## src/rtl/rws_arb_pkg.sv

```systemverilog
`default_nettype none
// ============================================================================
// Module      : rws_arb_pkg
// Description : Shared types and constants for the rws write arbiter.
// Revision    : 1.0 - initial release
// ============================================================================
package rws_arb_pkg;

  typedef enum logic {
    APB_PRIO = 1'b0,
    HW_FORCE = 1'b1
  } arb_state_t;

  localparam int STALL_W = 16;

endpackage
`default_nettype wire

```

## src/rtl/rws_rr_pick.sv

```systemverilog
`default_nettype none
// ============================================================================
// Module      : rws_rr_pick
// Description : Combinational round-robin select, lowest eligible index at or
//               above the pointer, wrapping to index 0.
// Revision    : 1.0 - initial release
// ============================================================================
module rws_rr_pick #(
  parameter int NREQ = 4
) (
  input  logic [NREQ-1:0]         i_elig,
  input  logic [$clog2(NREQ)-1:0] i_rr_ptr,
  output logic [NREQ-1:0]         o_gnt,
  output logic                    o_valid
);

  logic [NREQ-1:0] w_hi;
  logic [NREQ-1:0] w_src;

  always_comb begin
    w_hi = '0;
    for (int i = 0; i < NREQ; i++) begin
      w_hi[i] = i_elig[i] && (i >= int'(i_rr_ptr));
    end
    // Nothing eligible at or above the pointer means the search wraps.
    w_src = (w_hi != '0) ? w_hi : i_elig;
    o_gnt = '0;
    for (int i = NREQ - 1; i >= 0; i--) begin
      if (w_src[i]) begin
        o_gnt    = '0;
        o_gnt[i] = 1'b1;
      end
    end
    o_valid = |i_elig;
  end

endmodule
`default_nettype wire

```

## src/rtl/rws_wr_arbiter.sv

```systemverilog
`default_nettype none
// ============================================================================
// Module      : rws_wr_arbiter
// Description : Arbitrates APB (priority) and NREQ hardware writers (round
//               robin) onto the A/B ports of one rws field, with starvation
//               bounding by a single-cycle APB stall.
// Revision    : 1.0 - initial release
// ============================================================================
module rws_wr_arbiter
  import rws_arb_pkg::*;
#(
  parameter int TP         = 1,
  parameter int DWIDTH     = 32,
  parameter int NREQ       = 4,
  parameter int STARVE_LIM = 8
) (
  input  logic                   clk,
  input  logic                   rst,
  input  logic                   i_apb_wr_en,
  input  logic [DWIDTH-1:0]      i_apb_wr_data,
  output logic                   o_apb_ready,
  input  logic                   i_hw_lock,
  input  logic [NREQ-1:0]        i_req,
  input  logic [NREQ*DWIDTH-1:0] i_req_data,
  output logic [NREQ-1:0]        o_gnt,
  output logic                   o_a_en,
  output logic [DWIDTH-1:0]      o_a_d,
  output logic                   o_b_en,
  output logic [DWIDTH-1:0]      o_b_d,
  output logic [STALL_W-1:0]     o_stall_cnt,
  input  logic                   i_stall_clr
);

  localparam int        PW            = $clog2(NREQ);
  localparam logic [7:0] c_STARVE_LAST = 8'(STARVE_LIM - 1);

  if (NREQ < 2 || NREQ > 8 || STARVE_LIM < 1 || STARVE_LIM > 255 || TP < 0) begin : g_param_chk
    $error("rws_wr_arbiter: parameter out of range");
  end

  arb_state_t         r_state;
  logic               r_a_en;
  logic [DWIDTH-1:0]  r_a_d;
  logic               r_b_en;
  logic [DWIDTH-1:0]  r_b_d;
  logic [NREQ-1:0]    r_gnt;
  logic               r_apb_ready;
  logic [STALL_W-1:0] r_stall_cnt;
  logic [PW-1:0]      r_rr_ptr;
  logic [7:0]         r_starve;

  arb_state_t         w_state_nxt;
  logic [NREQ-1:0]    w_elig;
  logic [NREQ-1:0]    w_pick;
  logic               w_pick_vld;
  logic [PW-1:0]      w_ptr_nxt;
  logic [DWIDTH-1:0]  w_pick_data;
  logic               w_blocked;
  logic               w_starve_hit;
  logic               w_a_en_nxt;
  logic [DWIDTH-1:0]  w_a_d_nxt;
  logic               w_grant;
  logic [7:0]         w_starve_nxt;
  logic               w_ready_nxt;
  logic [STALL_W-1:0] w_stall_nxt;

  // The registered grant masks its requester while the grant is visible.
  assign w_elig = i_hw_lock ? '0 : (i_req & ~r_gnt);

  rws_rr_pick #(
    .NREQ (NREQ)
  ) u_pick (
    .i_elig   (w_elig),
    .i_rr_ptr (r_rr_ptr),
    .o_gnt    (w_pick),
    .o_valid  (w_pick_vld)
  );

  always_comb begin
    w_ptr_nxt   = r_rr_ptr;
    w_pick_data = '0;
    for (int i = 0; i < NREQ; i++) begin
      if (w_pick[i]) begin
        w_ptr_nxt   = (i == NREQ - 1) ? '0 : PW'(i + 1);
        w_pick_data = i_req_data[i*DWIDTH +: DWIDTH];
      end
    end
  end

  assign w_blocked    = (r_state == APB_PRIO) && i_apb_wr_en && w_pick_vld;
  assign w_starve_hit = w_blocked && (r_starve == c_STARVE_LAST);

  always_comb begin
    w_state_nxt = APB_PRIO;
    case (r_state)
      APB_PRIO: if (w_starve_hit) w_state_nxt = HW_FORCE;
      HW_FORCE: w_state_nxt = APB_PRIO;
      default:  w_state_nxt = APB_PRIO;
    endcase
  end

  always_comb begin
    w_a_en_nxt   = 1'b0;
    w_a_d_nxt    = r_a_d;
    w_grant      = 1'b0;
    w_starve_nxt = '0;
    w_ready_nxt  = 1'b1;
    case (r_state)
      APB_PRIO: begin
        if (i_apb_wr_en) begin
          w_a_en_nxt = 1'b1;
          w_a_d_nxt  = i_apb_wr_data;
        end else begin
          w_grant = w_pick_vld;
        end
        if (w_blocked)    w_starve_nxt = r_starve + 8'd1;
        if (w_starve_hit) w_ready_nxt  = 1'b0;
      end
      HW_FORCE: w_grant = w_pick_vld;
      default:  w_grant = 1'b0;
    endcase
  end

  always_comb begin
    w_stall_nxt = r_stall_cnt;
    if (i_stall_clr)                            w_stall_nxt = '0;
    else if (w_blocked && (r_stall_cnt != '1)) w_stall_nxt = r_stall_cnt + 1'b1;
  end

  always_ff @(posedge clk) begin
    if (rst) begin
      r_state     <= APB_PRIO;
      r_a_en      <= 1'b0;
      r_a_d       <= '0;
      r_b_en      <= 1'b0;
      r_b_d       <= '0;
      r_gnt       <= '0;
      r_apb_ready <= 1'b1;
      r_stall_cnt <= '0;
      r_rr_ptr    <= '0;
      r_starve    <= '0;
    end else begin
      r_state     <= w_state_nxt;
      r_a_en      <= w_a_en_nxt;
      r_a_d       <= w_a_d_nxt;
      r_b_en      <= w_grant;
      r_gnt       <= w_grant ? w_pick : '0;
      r_apb_ready <= w_ready_nxt;
      r_stall_cnt <= w_stall_nxt;
      r_starve    <= w_starve_nxt;
      if (w_grant) begin
        r_b_d    <= w_pick_data;
        r_rr_ptr <= w_ptr_nxt;
      end
    end
  end

  assign o_apb_ready = r_apb_ready;
  assign o_gnt       = r_gnt;
  assign o_a_en      = r_a_en;
  assign o_a_d       = r_a_d;
  assign o_b_en      = r_b_en;
  assign o_b_d       = r_b_d;
  assign o_stall_cnt = r_stall_cnt;

endmodule
`default_nettype wire

```

## config.mk

```make
export PLATFORM = sky130hd
export DESIGN_NAME = rws_wr_arbiter
export DESIGN_NICKNAME = d
export VERILOG_FILES = /design/src/rtl/rws_arb_pkg.sv /design/src/rtl/rws_rr_pick.sv /design/src/rtl/rws_wr_arbiter.sv
export SDC_FILE = /design/constraint.sdc
export NUM_CORES = 1
export LEC_CHECK = 0
export CAP_MARGIN = 20
export CORE_ASPECT_RATIO = 1.2
export CORE_UTILIZATION = 43
export CTS_BUF_LIST = sky130_fd_sc_hd__clkbuf_8
export CTS_CLUSTER_DIAMETER = 50
export DETAILED_ROUTE_END_ITERATION = 6
export PLACE_DENSITY = 0.88
export RECOVER_POWER = 100
export REMOVE_ABC_BUFFERS = 1
export SLEW_MARGIN = 20
export SYNTH_ARGS = -nofsm -noshare
export SYNTH_HDL_FRONTEND = slang
export SYNTH_SLANG_ARGS = --single-unit
```

## constraint.sdc

```tcl
create_clock -name clk -period 3.6 [get_ports clk]
set_input_delay 0.72 -clock clk [delete_from_list [all_inputs] [get_ports clk]]
set_output_delay 0.72 -clock clk [all_outputs]
set_load 0.02 [all_outputs]
```

Yosys cells after proc, flatten, opt, wreduce, memory -nomap -nowiden
Index checks and enable logic that the tools add are counted.

word-level totals
  flip-flop bits (word level) = 98
  bits in latches = 0
  RAM bits = 0
  bits in read-only memories = 0
  bits of input ports = 169
  output and inout bits = 87
  logic and storage cells = 58
  memories kept = 0

operators by class
  add/sub/neg operators = 2
  $mul = 0
  divide/modulo/power cells = 0
  $lt $le $gt $ge = 3
  equal/unequal tests = 2
  shift operators = 0
  muxes and demuxes = 20
  bitwise gates (word level) = 5
  reduce and logical (&&, ||, !) cells = 16

operators with widths
  cell                     number
  $mux W32                 4
  $mux W4                  5
  $add A16 B1 Y16 const B  1
  $ne A16 B16 Y1 const B   1
  $add A8 B1 Y8 const B    1
  $eq A8 B3 Y1 const B     1
  $mux W2                  4
  $reduce_bool A4 Y1       2
  $logic_and A1 B1 Y1      7
  $reduce_or A2 Y1         3
  $and A4 B4 Y4            1
  $ge A1 B2 Y1 const A     2
  $mux W1                  4
  $not A4 Y4               1
  $pmux W1 S2              2
  $reduce_and A2 Y1        2
  $reduce_or A4 Y1         1
  $mux W3                  1
  $not A1 Y1               3
  $reduce_or A3 Y1         1
  $ge A2 B2 Y1 const A     1

Depth between registers and ports, before layout
Gate-level depths: netlist (run 1).

  word-level depth = 13
  depth in mapped cells = 7
  gate-level depth less buffers = 6

Hierarchy
From an unflattened synthesis (run 1), not the netlist that was laid out.

second synthesis, totals
  cells, all modules = 624
  area, all modules = 4877.2 µm²

by module, submodules not included
  module          instances  cells each  area each (µm²)  seq. area each (µm²)
  rws_wr_arbiter  1          603         4759.6           1961.9
  rws_rr_pick     1          21          117.6            0.0

Worst setup path before layout (run 1)
Ideal clock, no wire load.

  path kind = input to register
  start = in i_hw_lock
  end = reg r_stall_cnt[12], in the netlist o_stall_cnt[12]
  setup time = 0.059 ns
  arrival time = 2.429 ns
  path slack = 1.112 ns
  stages on the path = 6
  cell sequence = buf_6 or3b_1 a41o_1 or4_4 or4_1 nand2_1

between the ends
  cells in the longest elaborated chain, start to end = 4

RTL lines
  element                 line                   RTL
  start: declaration      rws_wr_arbiter.sv:22   input logic i_hw_lock,
  $mux W4                 rws_wr_arbiter.sv:68   assign w_elig = i_hw_lock ? '0 : (i_req & ~r_gnt);
  $reduce_or A4 Y1        rws_rr_pick.sv:34      o_valid = |i_elig;
  $logic_and A1 B1 Y1     rws_wr_arbiter.sv:90   assign w_blocked = (r_state == APB_PRIO) && i_apb_wr_en && w_pick_vld;
  $logic_and A1 B1 Y1     rws_wr_arbiter.sv:127  else if (w_blocked && (r_stall_cnt != '1)) w_stall_nxt = r_stall_cnt + 1'b1;
  end signal: assignment  rws_wr_arbiter.sv:149  r_stall_cnt <= w_stall_nxt;
  end: declaration        rws_wr_arbiter.sv:48   logic [STALL_W-1:0] r_stall_cnt;

Every way passes these cells.
A chain may end at the register's enable or synchronous reset.

Worst setup path after layout (run 1)
Ends and elaborated chain as after synthesis.

==> run_results.csv, run 1 <==
group,metric,value,unit
global_route,grt_max_degree,48,
placed_design,post-place-ws,0.398,ns
clock_network,cts_buffers,9,
cells_and_area,fin_nets,959,
setup_path,reg2reg_to,"o_gnt[2]$_SDFF_PP0_",
synth,yosysWarnings,0,
synth,synth_common_cells,"98 x dfxtp_1, 77 x nand2_1, 45 x clkbuf_1",
synth,ys.flop_type,"dfxtp_1",
detailed_routing,remaining_drc_errors,0,
global_route,grt_overflow,0,
synth,yosysTopAreaCellShare,42.1,%
global_route,grt_pass1_wl,26.3,mm
timing,skew,0.00784,ns
power,p_per_area,312,nW/um^2
detailed_routing,routed_wl,17.2,mm
timing,maxSlewHeadroom,-27.2,%
clock_network,clk_pin_slew,0.09,ns
setup_path,ff2ff_setup_slack,1.20,ns
timing,setup_viol,0,
job,drv_cap,1,
floorplanning,ios,256,
timing,finalHoldViolCount,0,
setup_path,arrival,3.29,ns
setup_path,crit_path_max_fanout,13,
power,p_leak,2.87,nW
detailed_routing,drt_iter0_drc,348,
cells_and_area,fill_cells,800,
global_route,antenna_found_initial,0,
timing,fin_setup_tns,0,ns
power,vdd_drop_max,173,uV
detailed_routing,post_drt_via_cell_ratio,5.87,
setup_path,startpoint_type,"input pin",
detailed_routing,first_pass_iters,5,
synth,synth_area_leaders,"dfxtp_1 42%, a221oi_1 6.2%, nand2_1 6.2%, a211oi_1 6.0%, a22oi_1 5.2%",
floorplanning,core-area,10500,sq um
detailed_routing,wl_per_cell,18.6,microns
cells_and_area,final_cell_count_no_fill,922,
floorplanning,dieWidth,97,microns
min_path,whs_endpoint,"r_starve[0]$_SDFF_PP0_",
setup_path,critPathCaptureType,"flop",
placed_design,place_congestion,0.917,
outcome,violations,"max-capacitance violations, max-slew violations",
min_path,hold_path.class,"flop to flop",
clock_network,cts.path.max_buffers,2,
setup_path,path_class,"input pin to flop",
synth,synth_seq_cells,98,
detailed_routing,vias,5415,
synth,synth_edf_count,0,
detailed_routing,final_antenna_net_count,0,
synth,ys_types,46,
setup_path,crit_required,3.90,ns
floorplanning,num_rows,41,
setup_path,crit_path_start,"i_hw_lock",
min_path,holdPathStages,1,
outcome,status,"finished with violations",
placed_design,dp_hpwl,12.4,mm
timing,post-route-period-util,83.0,%
clock_network,clk_latency,0.36,ns
placed_design,dp_cells,906,
floorplanning,dieArea,11300,sq um
timing,setup_slack,0.613,ns
clock_network,clock-sinks,98,
cells_and_area,fin_util,70.9,%
setup_path,rr_worst_depth,5,
floorplanning,die-height,116,microns
placed_design,portBuffers,255,
clock_network,ctsHoldBuffers,0,
synth,synth_top_area_cell,"dfxtp_1",
min_path,min-delay-start,"r_starve[0]$_SDFF_PP0_",
cells_and_area,layout-drive-gt1-share,4.29,%
synth,synthArstFlopShare,0,%
clock_network,cts.htree.levels,3,
global_route,grt_usage,29.2,%
timing,max_freq,335,MHz
synth,synth.most_common_cell,"dfxtp_1",
floorplanning,start_util,44.3,%
timing,tightest_slew,1.91,ns
setup_path,reg2reg_from,"o_gnt[3]$_SDFF_PP0_",
cells_and_area,syn_to_final_growth,60.2,%
synth,netlist_area,4660,sq um
global_route,first_global_vias,5247,
cells_and_area,diodes,0,
timing,maxSlewViolCount,48,
clock_network,ctsResizeCount,0,
clock_network,cts_tree,"done",
clock_network,cts_setup_buffers,0,
synth,netlist_instances,559,
timing,fin_crit,2.99,ns
timing,rsz0062_at_grt,"no",
clock_network,clockRootBuffer,"clkbuf_8",
synth,yosysSeqAreaShare,42.1,%
placed_design,place_area,7300,sq um
cells_and_area,final_area,7460,sq um
synth,syn_area_per_cell,8.33,sq um
cells in the final DEF, fill, tap and decap left out, drive strengths merged, types with 4 or more instances in the layout:
master         Yosys  layout
or3                7       7
dfxtp             98      98
buf                3      10
nor2              27      27
dlygate4sd3        0      89
a21oi             42      42
inv                9      13
nand2b             6       6
xor2               4       4
xnor2             10      10
clkbuf            45      11
and3               4       4
a221oi            33      33
nor3              38      38
nand3             10      10
nor3b              4       4
nand4              4       4
o21bai            32      32
clkdlybuf4s50      0     165
a22oi             32      32
nand2             77      77
a211oi            38      38
metrics by stage:
stage | power [W] | hold slack [ns]
2_1_floorplan | 0.00136 | 0.413
3_3_place_gp | 0.00168 | 0.422
3_5_place_dp | 0.00170 | 0.437
4_1_cts | 0.00236 | 0.464
5_1_grt | 0.00242 | 0.477
6_report | 0.00232 | 0.456
power breakdown:
group | leakage, nW | switching (W) | internal (W) | total (W)
clock network | 0.0918 | 0.000404 | 0.000257 | 0.000661
logic | 1.98 | 0.000237 | 0.000283 | 0.000520
registers | 0.798 | 0.0000239 | 0.00112 | 0.00114
routing by layer:
metal	global-route usage (%)	up-vias	part of all wire, %
met5	0	-	0
met4	15.3	0	4.0
met3	5.07	53	7.5
met2	51.6	302	50
met1	34.2	2531	38
li1	-	2529	-
worst max-delay path by stage:
stage                                    to  depth (start not counted)
2_1_floorplan         o_b_d[0]$_SDFFE_PP0P_                          5
3_3_place_gp   o_stall_cnt[12]$_SDFFE_PP0P_                          6
3_5_place_dp   o_stall_cnt[12]$_SDFFE_PP0P_                          6
4_1_cts        o_stall_cnt[12]$_SDFFE_PP0P_                          6
5_1_grt        o_stall_cnt[14]$_SDFFE_PP0P_                          6
6_report       o_stall_cnt[12]$_SDFFE_PP0P_                          6
worst max-delay path, cell delays in order:
cell and delay, ns:
dlygate4sd3_1 0.65, or3b_1 0.42, a41o_1 0.35, or4_1 0.65
or4_1 0.42, nand2_1 0.07
cell type report:
| type | count | area (sq um) | area share (%) |
|---|---|---|---|
| tap | 129 | 161 | 2.16 |
| timing repair buffer | 266 | 2640 | 35.3 |
| inverter | 9 | 33.8 | 0.453 |
| clock inverter | 7 | 51.3 | 0.688 |
| clock buffer | 9 | 124 | 1.66 |
| multi-input combinational | 404 | 2490 | 33.4 |
| sequential | 98 | 1960 | 26.3 |
flip-flops by register name (all words and copies together), names as in the netlist:
name,flops
o_apb_ready,1
o_gnt,4
o_stall_cnt,16
o_b_d,32
o_a_en,1
o_b_en,1
o_a_d,32
r_rr_ptr,2
r_state,1
r_starve,8
kinds of logic (layout without fill, tap and decap cells):
logic type                 count (synthesis)  after routing  synth area share, %
AOI/OAI and AO/OA                        191            191                 29.6
xor gates and xnor gates                  14             14                 2.63
adders and majority gates                  2              2                0.537
buffers and inverters                     57            291                 4.78
DFF                                       98             98                 42.1
muxes                                      4              4                0.887
and+or+nand+nor                          193            193                 19.5
Note: power is estimated with default switching activity, not from simulation.
==> run 2, diff against run 1 <==
--- a/config.mk
+++ b/config.mk
@@ -7,11 +7,11 @@
 export LEC_CHECK = 0
 export CAP_MARGIN = 20
 export CORE_ASPECT_RATIO = 1.2
-export CORE_UTILIZATION = 43
+export CORE_UTILIZATION = 36
 export CTS_BUF_LIST = sky130_fd_sc_hd__clkbuf_8
 export CTS_CLUSTER_DIAMETER = 50
 export DETAILED_ROUTE_END_ITERATION = 6
-export PLACE_DENSITY = 0.88
+export PLACE_DENSITY = 0.78
 export RECOVER_POWER = 100
 export REMOVE_ABC_BUFFERS = 1
 export SLEW_MARGIN = 20
==> constraint.sdc (replaced) <==
create_clock -name clk -period 2.5 [get_ports clk]
set_input_delay 0.5 -clock clk [delete_from_list [all_inputs] [get_ports clk]]
set_output_delay 0.5 -clock clk [all_outputs]
set_load 0.02 [all_outputs]
==> run_results.csv, run 2 (synthesized netlist as in run 1, its figures left out) <==
group,metric,value,unit
clock_network,ctsResizeCount,0,
floorplanning,dieArea,13400,sq um
cells_and_area,diodes,0,
timing,rsz0062_at_grt,"no",
clock_network,clk_pin_slew,0.10,ns
global_route,grt_overflow,0,
detailed_routing,drt_iter0_drc,210,
global_route,grt_usage,25.3,%
timing,max_freq,419,MHz
global_route,first_global_vias,5486,
floorplanning,core-area,12600,sq um
global_route,antenna_found_initial,0,
clock_network,clk_latency,0.37,ns
placed_design,place_congestion,0.897,
detailed_routing,final_antenna_net_count,0,
timing,maxSlewViolCount,0,
timing,maxSlewHeadroom,9.40,%
cells_and_area,final_common_cell,"clkdlybuf4s50_1",
detailed_routing,post_drt_via_cell_ratio,5.55,
clock_network,cts_setup_buffers,0,
timing,tightest_slew,1.36,ns
clock_network,cts.htree.levels,3,
setup_path,rr_worst_depth,5,
global_route,grt_pass1_wl,26.9,mm
detailed_routing,wl_per_cell,17.7,microns
setup_path,reg2reg_to,"o_stall_cnt[14]$_SDFFE_PP0P_",
min_path,holdPathStages,2,
clock_network,cts.path.max_buffers,2,
placed_design,dp_hpwl,12.6,mm
floorplanning,die-height,127,microns
timing,setup_viol,0,
power,p_per_area,446,nW/um^2
setup_path,path_class,"input pin to flop",
power,p_leak,2.99,nW
detailed_routing,remaining_drc_errors,0,
timing,fin_crit,2.39,ns
cells_and_area,fin_nets,977,
outcome,status,"finished clean",
clock_network,clock-sinks,98,
timing,post-route-period-util,95.5,%
cells_and_area,layout-drive-gt1-share,6.41,%
cells_and_area,fin_util,61.3,%
setup_path,reg2reg_from,"r_state$_SDFF_PP0_",
placed_design,dp_cells,959,
cells_and_area,layout_common_cells,"166 x clkdlybuf4s50_1, 98 x dfxtp_1, 88 x dlygate4sd3_1",
detailed_routing,routed_wl,17.3,mm
setup_path,critPathCaptureType,"flop",
min_path,hold_path.class,"flop to flop",
clock_network,clockRootBuffer,"clkbuf_8",
power,vdd_drop_max,323,uV
setup_path,cp_slowest_stage_delay,0.57,ns
cells_and_area,final_cell_count_no_fill,975,
detailed_routing,vias,5411,
floorplanning,num_rows,45,
timing,finalHoldViolCount,0,
clock_network,cts_buffers,9,
setup_path,startpoint_type,"input pin",
clock_network,ctsHoldBuffers,0,
job,drv_cap,0,
detailed_routing,first_pass_iters,5,
global_route,grt_max_degree,40,
setup_path,crit_path_max_fanout,6,
min_path,min-delay-start,"o_a_d[8]$_SDFFE_PP0P_",
setup_path,cp_slowest_cell,"or4_4",
min_path,whs_endpoint,"o_a_d[8]$_SDFFE_PP0P_",
setup_path,arrival,2.68,ns
setup_path,crit_required,2.79,ns
setup_path,crit_chain,"clkdlybuf4s50_1 > or3b_1 > a41o_1 > or4_4 > or3_1 > a21oi_1",
floorplanning,ios,256,
timing,skew,0.0112,ns
floorplanning,start_util,36.9,%
floorplanning,dieWidth,106,microns
clock_network,cts_tree,"done",
placed_design,portBuffers,255,
setup_path,ff2ff_setup_slack,0.41,ns
cells_and_area,syn_to_final_growth,66.1,%
==> run 2: worst max path at each step <==
| stage | startpoint | end | slack [ns] |
|---|---|---|---|
| after floorplan | i_req[2] | o_b_d[0]$_SDFFE_PP0P_ | -0.62 |
| after global placement | i_apb_wr_en | o_stall_cnt[12]$_SDFFE_PP0P_ | -0.19 |
| after detailed placement | i_apb_wr_en | o_stall_cnt[14]$_SDFFE_PP0P_ | -0.26 |
| after CTS | i_apb_wr_en | o_stall_cnt[14]$_SDFFE_PP0P_ | 0.14 |
| after global routing | i_apb_wr_en | o_stall_cnt[14]$_SDFFE_PP0P_ | 0.07 |
| final | i_apb_wr_en | o_stall_cnt[14]$_SDFFE_PP0P_ | 0.11 |
==> run 2: through the flow <==
stage               power [W]  area (sq um)  setup WS, ns  hold slack (ns)  TNS (ns)
floorplan             0.00196          4470        -0.622            0.413    -19.99
global placement      0.00247          7550        -0.190            0.426    -0.511
detailed placement    0.00248          7550        -0.260            0.443     -1.73
CTS                   0.00351          7740         0.139            0.460         0
finish                0.00345          7730         0.114            0.452         0
global route          0.00362          7730        0.0672            0.464         0
==> run 2: per-layer routing <==
layer | global-route usage [%] | share of wire, % | vias up
met5 | 0 | 0 | -
met4 | 11.8 | 3.2 | 0
li1 | - | - | 2570
met2 | 46.0 | 50 | 254
met1 | 28.8 | 41 | 2542
met3 | 3.91 | 6.0 | 45
==> run 2: worst max-delay path, delay by kind of cell <==
kind / cells / cell delay [ns]
buffers and inverters: 1 / 0.52
AND/OR/NAND/NOR: 3 / 1.27
AO/OA/AOI/OAI: 2 / 0.40
==> run 2: power by group <==
part           total [W]  switching [W]  internal, W
Combinational   0.000784       0.000345     0.000439
Clock            0.00102       0.000609     0.000413
Sequential       0.00165      0.0000337      0.00161
==> run 2: layout make-up <==
class	count	area (sq um)
Clock buffer	10	138
Timing Repair Buffer	284	2850
Multi-Input combinational cell	404	2490
Sequential cell	98	1960
Clock inverter	6	56.3
Inverter	9	33.8
Tap cell	164	205
Fill cell	1112	4880
==> edit 1, RTL diff (settings of run 2) <==
Change the parameter `STARVE_LIM` from 8 to 4.
--- a/src/rtl/rws_wr_arbiter.sv
+++ b/src/rtl/rws_wr_arbiter.sv
@@ -12,7 +12,7 @@
   parameter int TP         = 1,
   parameter int DWIDTH     = 32,
   parameter int NREQ       = 4,
-  parameter int STARVE_LIM = 8
+  parameter int STARVE_LIM = 4
 ) (
   input  logic                   clk,
   input  logic                   rst,
Function: changed (a bounded check fails within 10 cycles, from zero or initial values and one cycle with rst high).
==> edit 1 against run 2 <==
Clock power grew 16%; first-iteration DRC count grew 26%; worst setup slack gained 0.13 ns; cell count grew 4.7%; critical endpoint is now o_stall_cnt[2]; sequential cell count is the same; total power grew 7.3%; synthesized cell count grew 8.2%; routed wire length shrank 5.1%; area after synthesis grew 1.7%; final area grew 1.1%.
==> edit 1: results (changes against run 2) <==
{
  "status": {
    "outcome": {"value": "finished clean", "change": "unchanged"}
  },
  "worst_setup_path": {
    "critical_path_arrival": {"value": 2.51, "unit": "ns", "change": "was 2.68 ns"},
    "maximum_net_fanout_on_the_critical_path": {"value": 4, "change": "was 6"}
  },
  "placement": {
    "place_ws": {"value": -0.1295, "unit": "ns", "change": "was -0.2604 ns"},
    "finalWeightedCongestion": {"value": 0.8901, "change": "was 0.8973"},
    "placement.cell_area": {"value": 7632, "unit": "um^2", "change": "was 7548 um^2"}
  },
  "drt": {
    "drt_pre_antenna_iters": {"value": 7, "change": "was 5"},
    "wirelength": {"value": 16400, "unit": "um", "change": "was 17280 um"},
    "via_per_inst": {"value": 5.294, "change": "was 5.550"},
    "via_count": {"value": 5405, "change": "was 5411"}
  },
  "power_and_ir_drop": {
    "peakVddDrop": {"value": 0.2494, "unit": "mV", "change": "was 0.3234 mV"}
  },
  "clock_tree": {
    "setup_repair_bufs_after_cts": {"value": 0, "change": "unchanged"}
  },
  "yosys": {
    "synth-compound-area-share": {"value": 0.1442, "change": "was 0.2955"},
    "synthXorXnorAreaFrac": {"value": 0.03882, "change": "was 0.02633"},
    "yosysUniqueCellTypes": {"value": 44, "change": "was 46"},
    "postSynthCellCount": {"value": 605, "change": "was 559"},
    "synth.area.mux_share": {"value": 0, "change": "was 0.008866"},
    "synth_fa_ha_area_frac": {"value": 0.005281, "change": "was 0.005373"},
    "synth_common_cells": {"value": "sky130_fd_sc_hd__nand2_1, sky130_fd_sc_hd__dfxtp_1, sky130_fd_sc_hd__nor2_1", "change": "was sky130_fd_sc_hd__dfxtp_1, sky130_fd_sc_hd__nand2_1, sky130_fd_sc_hd__clkbuf_1"},
    "synth-seq-area-share": {"value": 0.4140, "change": "was 0.4213"},
    "ys_top_cells_by_area": {"value": "sky130_fd_sc_hd__dfxtp_1, sky130_fd_sc_hd__nand2_1, sky130_fd_sc_hd__nor2_1", "change": "was sky130_fd_sc_hd__dfxtp_1, sky130_fd_sc_hd__a221oi_1, sky130_fd_sc_hd__nand2_1"}
  },
  "grt": {
    "grt_util_all_layers": {"value": 0.2376, "change": "was 0.2528"},
    "grt_max_degree": {"value": 35, "change": "was 40"}
  },
  "final_layout": {
    "final_nets": {"value": 1024, "change": "was 977"},
    "layout_cells_sized_above_1": {"value": 0.06884, "change": "was 0.06412"},
    "fill_cells": {"value": 1153, "change": "was 1112"}
  },
  "sta": {
    "clock_skew_after_layout": {"value": 0.01176, "unit": "ns", "change": "was 0.01124 ns"},
    "slew_headroom": {"value": 0.4890, "change": "was 0.09404"}
  }
}
[edit 1: cell count changes after synthesis, sizes merged, moves of 25 or more]
cell	delta
nor4	+28
nor2	+37
a22oi	-31
a211oi	-33
nand3	+35
o21bai	-32
nand2	+26
and3	+25
[edit 1: cells by family (layout without fill, tap and decap cells)]
group | count (synthesis) | after routing
AOI/OAI and AO/OA | 95 | 95
xor gates and xnor gates | 21 | 21
adders and majority gates | 2 | 2
buffers and inverters | 57 | 309
DFF | 98 | 98
and+or+nand+nor | 332 | 332
[edit 1: worst paths after layout]
check | end | start | slack, ns | cells past startpoint
hold / removal | o_a_d[11] | o_a_d[11] | 0.45 | 2
hold reg to reg | o_a_d[11] | o_a_d[11] | 0.45 | 2
setup / recovery | o_stall_cnt[2] | i_req[0] | 0.24 | 11
setup reg to reg | o_stall_cnt[6] | o_stall_cnt[0] | 0.53 | 8
[edit 1: where the power goes]
| part | switching [mW] | internal [mW] | leakage [nW] | total, mW |
|---|---|---|---|---|
| clock | 0.583 | 0.595 | 0.110 | 1.18 |
| sequential | 0.0346 | 1.62 | 0.799 | 1.65 |
| combinational | 0.388 | 0.486 | 2.15 | 0.874 |
[edit 1: area by class of cell]
cell class / count / area share
repair buffers: 287 / 0.3709
multi-input cells: 450 / 0.3198
flip-flops and latches: 98 / 0.2509
well taps: 164 / 0.02624
clock buffers: 10 / 0.01760
clock inverters: 5 / 0.01120
inverters: 7 / 0.003360
[edit 1: layer usage]
| layer | GRT usage | vias to the layer above | wire length, um |
|---|---|---|---|
| met5 | 0 | - | 0 |
| met4 | 0.09428 | 0 | 395 |
| li1 | - | 2643 | - |
| met3 | 0.05694 | 27 | 1360 |
| met1 | 0.2745 | 2495 | 6609 |
| met2 | 0.4197 | 240 | 8034 |
==> edit 2, RTL diff (settings of run 2) <==
Made on the original files. Reset style: asynchronous (`rst`), changed in one clocked block.
--- a/src/rtl/rws_wr_arbiter.sv
+++ b/src/rtl/rws_wr_arbiter.sv
@@ -127,7 +127,7 @@
     else if (w_blocked && (r_stall_cnt != '1)) w_stall_nxt = r_stall_cnt + 1'b1;
   end
 
-  always_ff @(posedge clk) begin
+  always_ff @(posedge clk or posedge rst) begin
     if (rst) begin
       r_state     <= APB_PRIO;
       r_a_en      <= 1'b0;
Behaviour: differs if rst is asserted again (counterexample within 4 cycles, from zero or initial values and one cycle with rst high); with rst held inactive, the same outputs for 10 cycles.
==> edit 2 against run 2 <==
Non-clock buffer count shrank 3; final area grew 1.1%; routed wire length shrank 10%; total power grew 21%; worst setup slack gained 0.094 ns; sequential power grew 12%; area after synthesis grew 1.3%; register-to-register slack lost 0.03 ns; synthesized cell count shrank 22%; sequential cell count is the same; critical endpoint is now o_b_d[17]; largest power group unchanged.
==> edit 2: results (changes against run 2) <==
{
  "yosys": {
    "synthXorXnorAreaFrac": {"value": 0.02971, "change": "was 0.02633"},
    "synth_common_cells": {"value": "sky130_fd_sc_hd__dfrtp_1, sky130_fd_sc_hd__nor2_1, sky130_fd_sc_hd__mux2_2", "change": "was sky130_fd_sc_hd__dfxtp_1, sky130_fd_sc_hd__nand2_1, sky130_fd_sc_hd__clkbuf_1"},
    "postSynthCellCount": {"value": 438, "change": "was 559"},
    "proportion_of_register_bits_with_asynchronous_set_or_reset_after_synthesis": {"value": 1.000, "change": "was 0"}
  },
  "sta": {
    "slew_headroom": {"value": 0.2199, "change": "was 0.09404"},
    "clock_skew_after_layout": {"value": 0.01358, "unit": "ns", "change": "was 0.01124 ns"},
    "final_min_period_over_clock_period": {"value": 0.9168, "change": "was 0.9546"}
  },
  "worst_setup_path": {
    "timing.critical_path.to": {"value": "o_b_d[17]", "change": "was o_stall_cnt[14]"},
    "worstReg2RegEnd": {"value": "o_stall_cnt[9]", "change": "was o_stall_cnt[14]"},
    "critical_path_arrival": {"value": 2.57, "unit": "ns", "change": "was 2.68 ns"},
    "cpMaxStageDelayCell": {"value": "sky130_fd_sc_hd__dlygate4sd3_1", "change": "was sky130_fd_sc_hd__or4_4"},
    "timing.reg2reg.worst_path_depth": {"value": 6, "change": "was 5"},
    "reg2reg_from": {"value": "o_stall_cnt[0]", "change": "was r_state"}
  },
  "min_path": {
    "worst_hold_path.num_cells": {"value": 1, "change": "was 2"},
    "min_to": {"value": "r_starve[0]", "change": "was o_a_d[8]"}
  },
  "power_and_ir_drop": {
    "leakagePower": {"value": 3.136, "unit": "nW", "change": "was 2.986 nW"},
    "post-layout-total-power": {"value": 4.189, "unit": "mW", "change": "was 3.451 mW"},
    "net-switching-power": {"value": 1.318, "unit": "mW", "change": "was 0.9876 mW"}
  },
  "grt": {
    "grt_util_all_layers": {"value": 0.2310, "change": "was 0.2528"},
    "grt_pass1_vias": {"value": 4856, "change": "was 5486"}
  },
  "placement": {
    "place_ws": {"value": -0.04272, "unit": "ns", "change": "was -0.2604 ns"},
    "post-dp-hpwl": {"value": 11840, "unit": "um", "change": "was 12550 um"},
    "finalWeightedCongestion": {"value": 0.8468, "change": "was 0.8973"}
  },
  "status": {
    "outcome": {"value": "finished clean", "change": "unchanged"}
  },
  "final_layout": {
    "final_nets": {"value": 868, "change": "was 977"}
  },
  "drt": {
    "via_count": {"value": 4750, "change": "was 5411"},
    "detailedRoute.firstIterationViolations": {"value": 240, "change": "was 210"}
  }
}
==> edit 2: cell types whose count changed in the layout (fill, tap and decap cells not counted), sizes merged, moves of 33 or more <==
cell	change
nor3	-34
nand2	-65
dfrtp	+97
a21oi	-33
a211oi	-34
dfxtp	-98
==> edit 2: cell type report <==
class / instances / area (um^2) / area share
clock inverter: 7 / 85.08 / 0.01088
sequential: 98 / 2454 / 0.3139
inverter: 5 / 20.02 / 0.002561
tap: 164 / 205.2 / 0.02625
timing repair buffer: 281 / 2801 / 0.3584
multi-input combinational: 302 / 2128 / 0.2722
clock buffer: 9 / 123.9 / 0.01585
==> edit 2: per-layer routing <==
layer,track usage,vias up,routed length (um)
li1,-,2185,-
met1,0.2635,2270,5938
met2,0.4083,269,7812
met3,0.05867,26,1331
met4,0.09911,0,396
met5,0,-,0
==> edit 2: worst max-delay path, delay by kind of cell <==
kind | cells | cell delay (ns)
simple gates | 2 | 0.60
buf+inv | 3 | 0.93
compound gates | 3 | 0.50
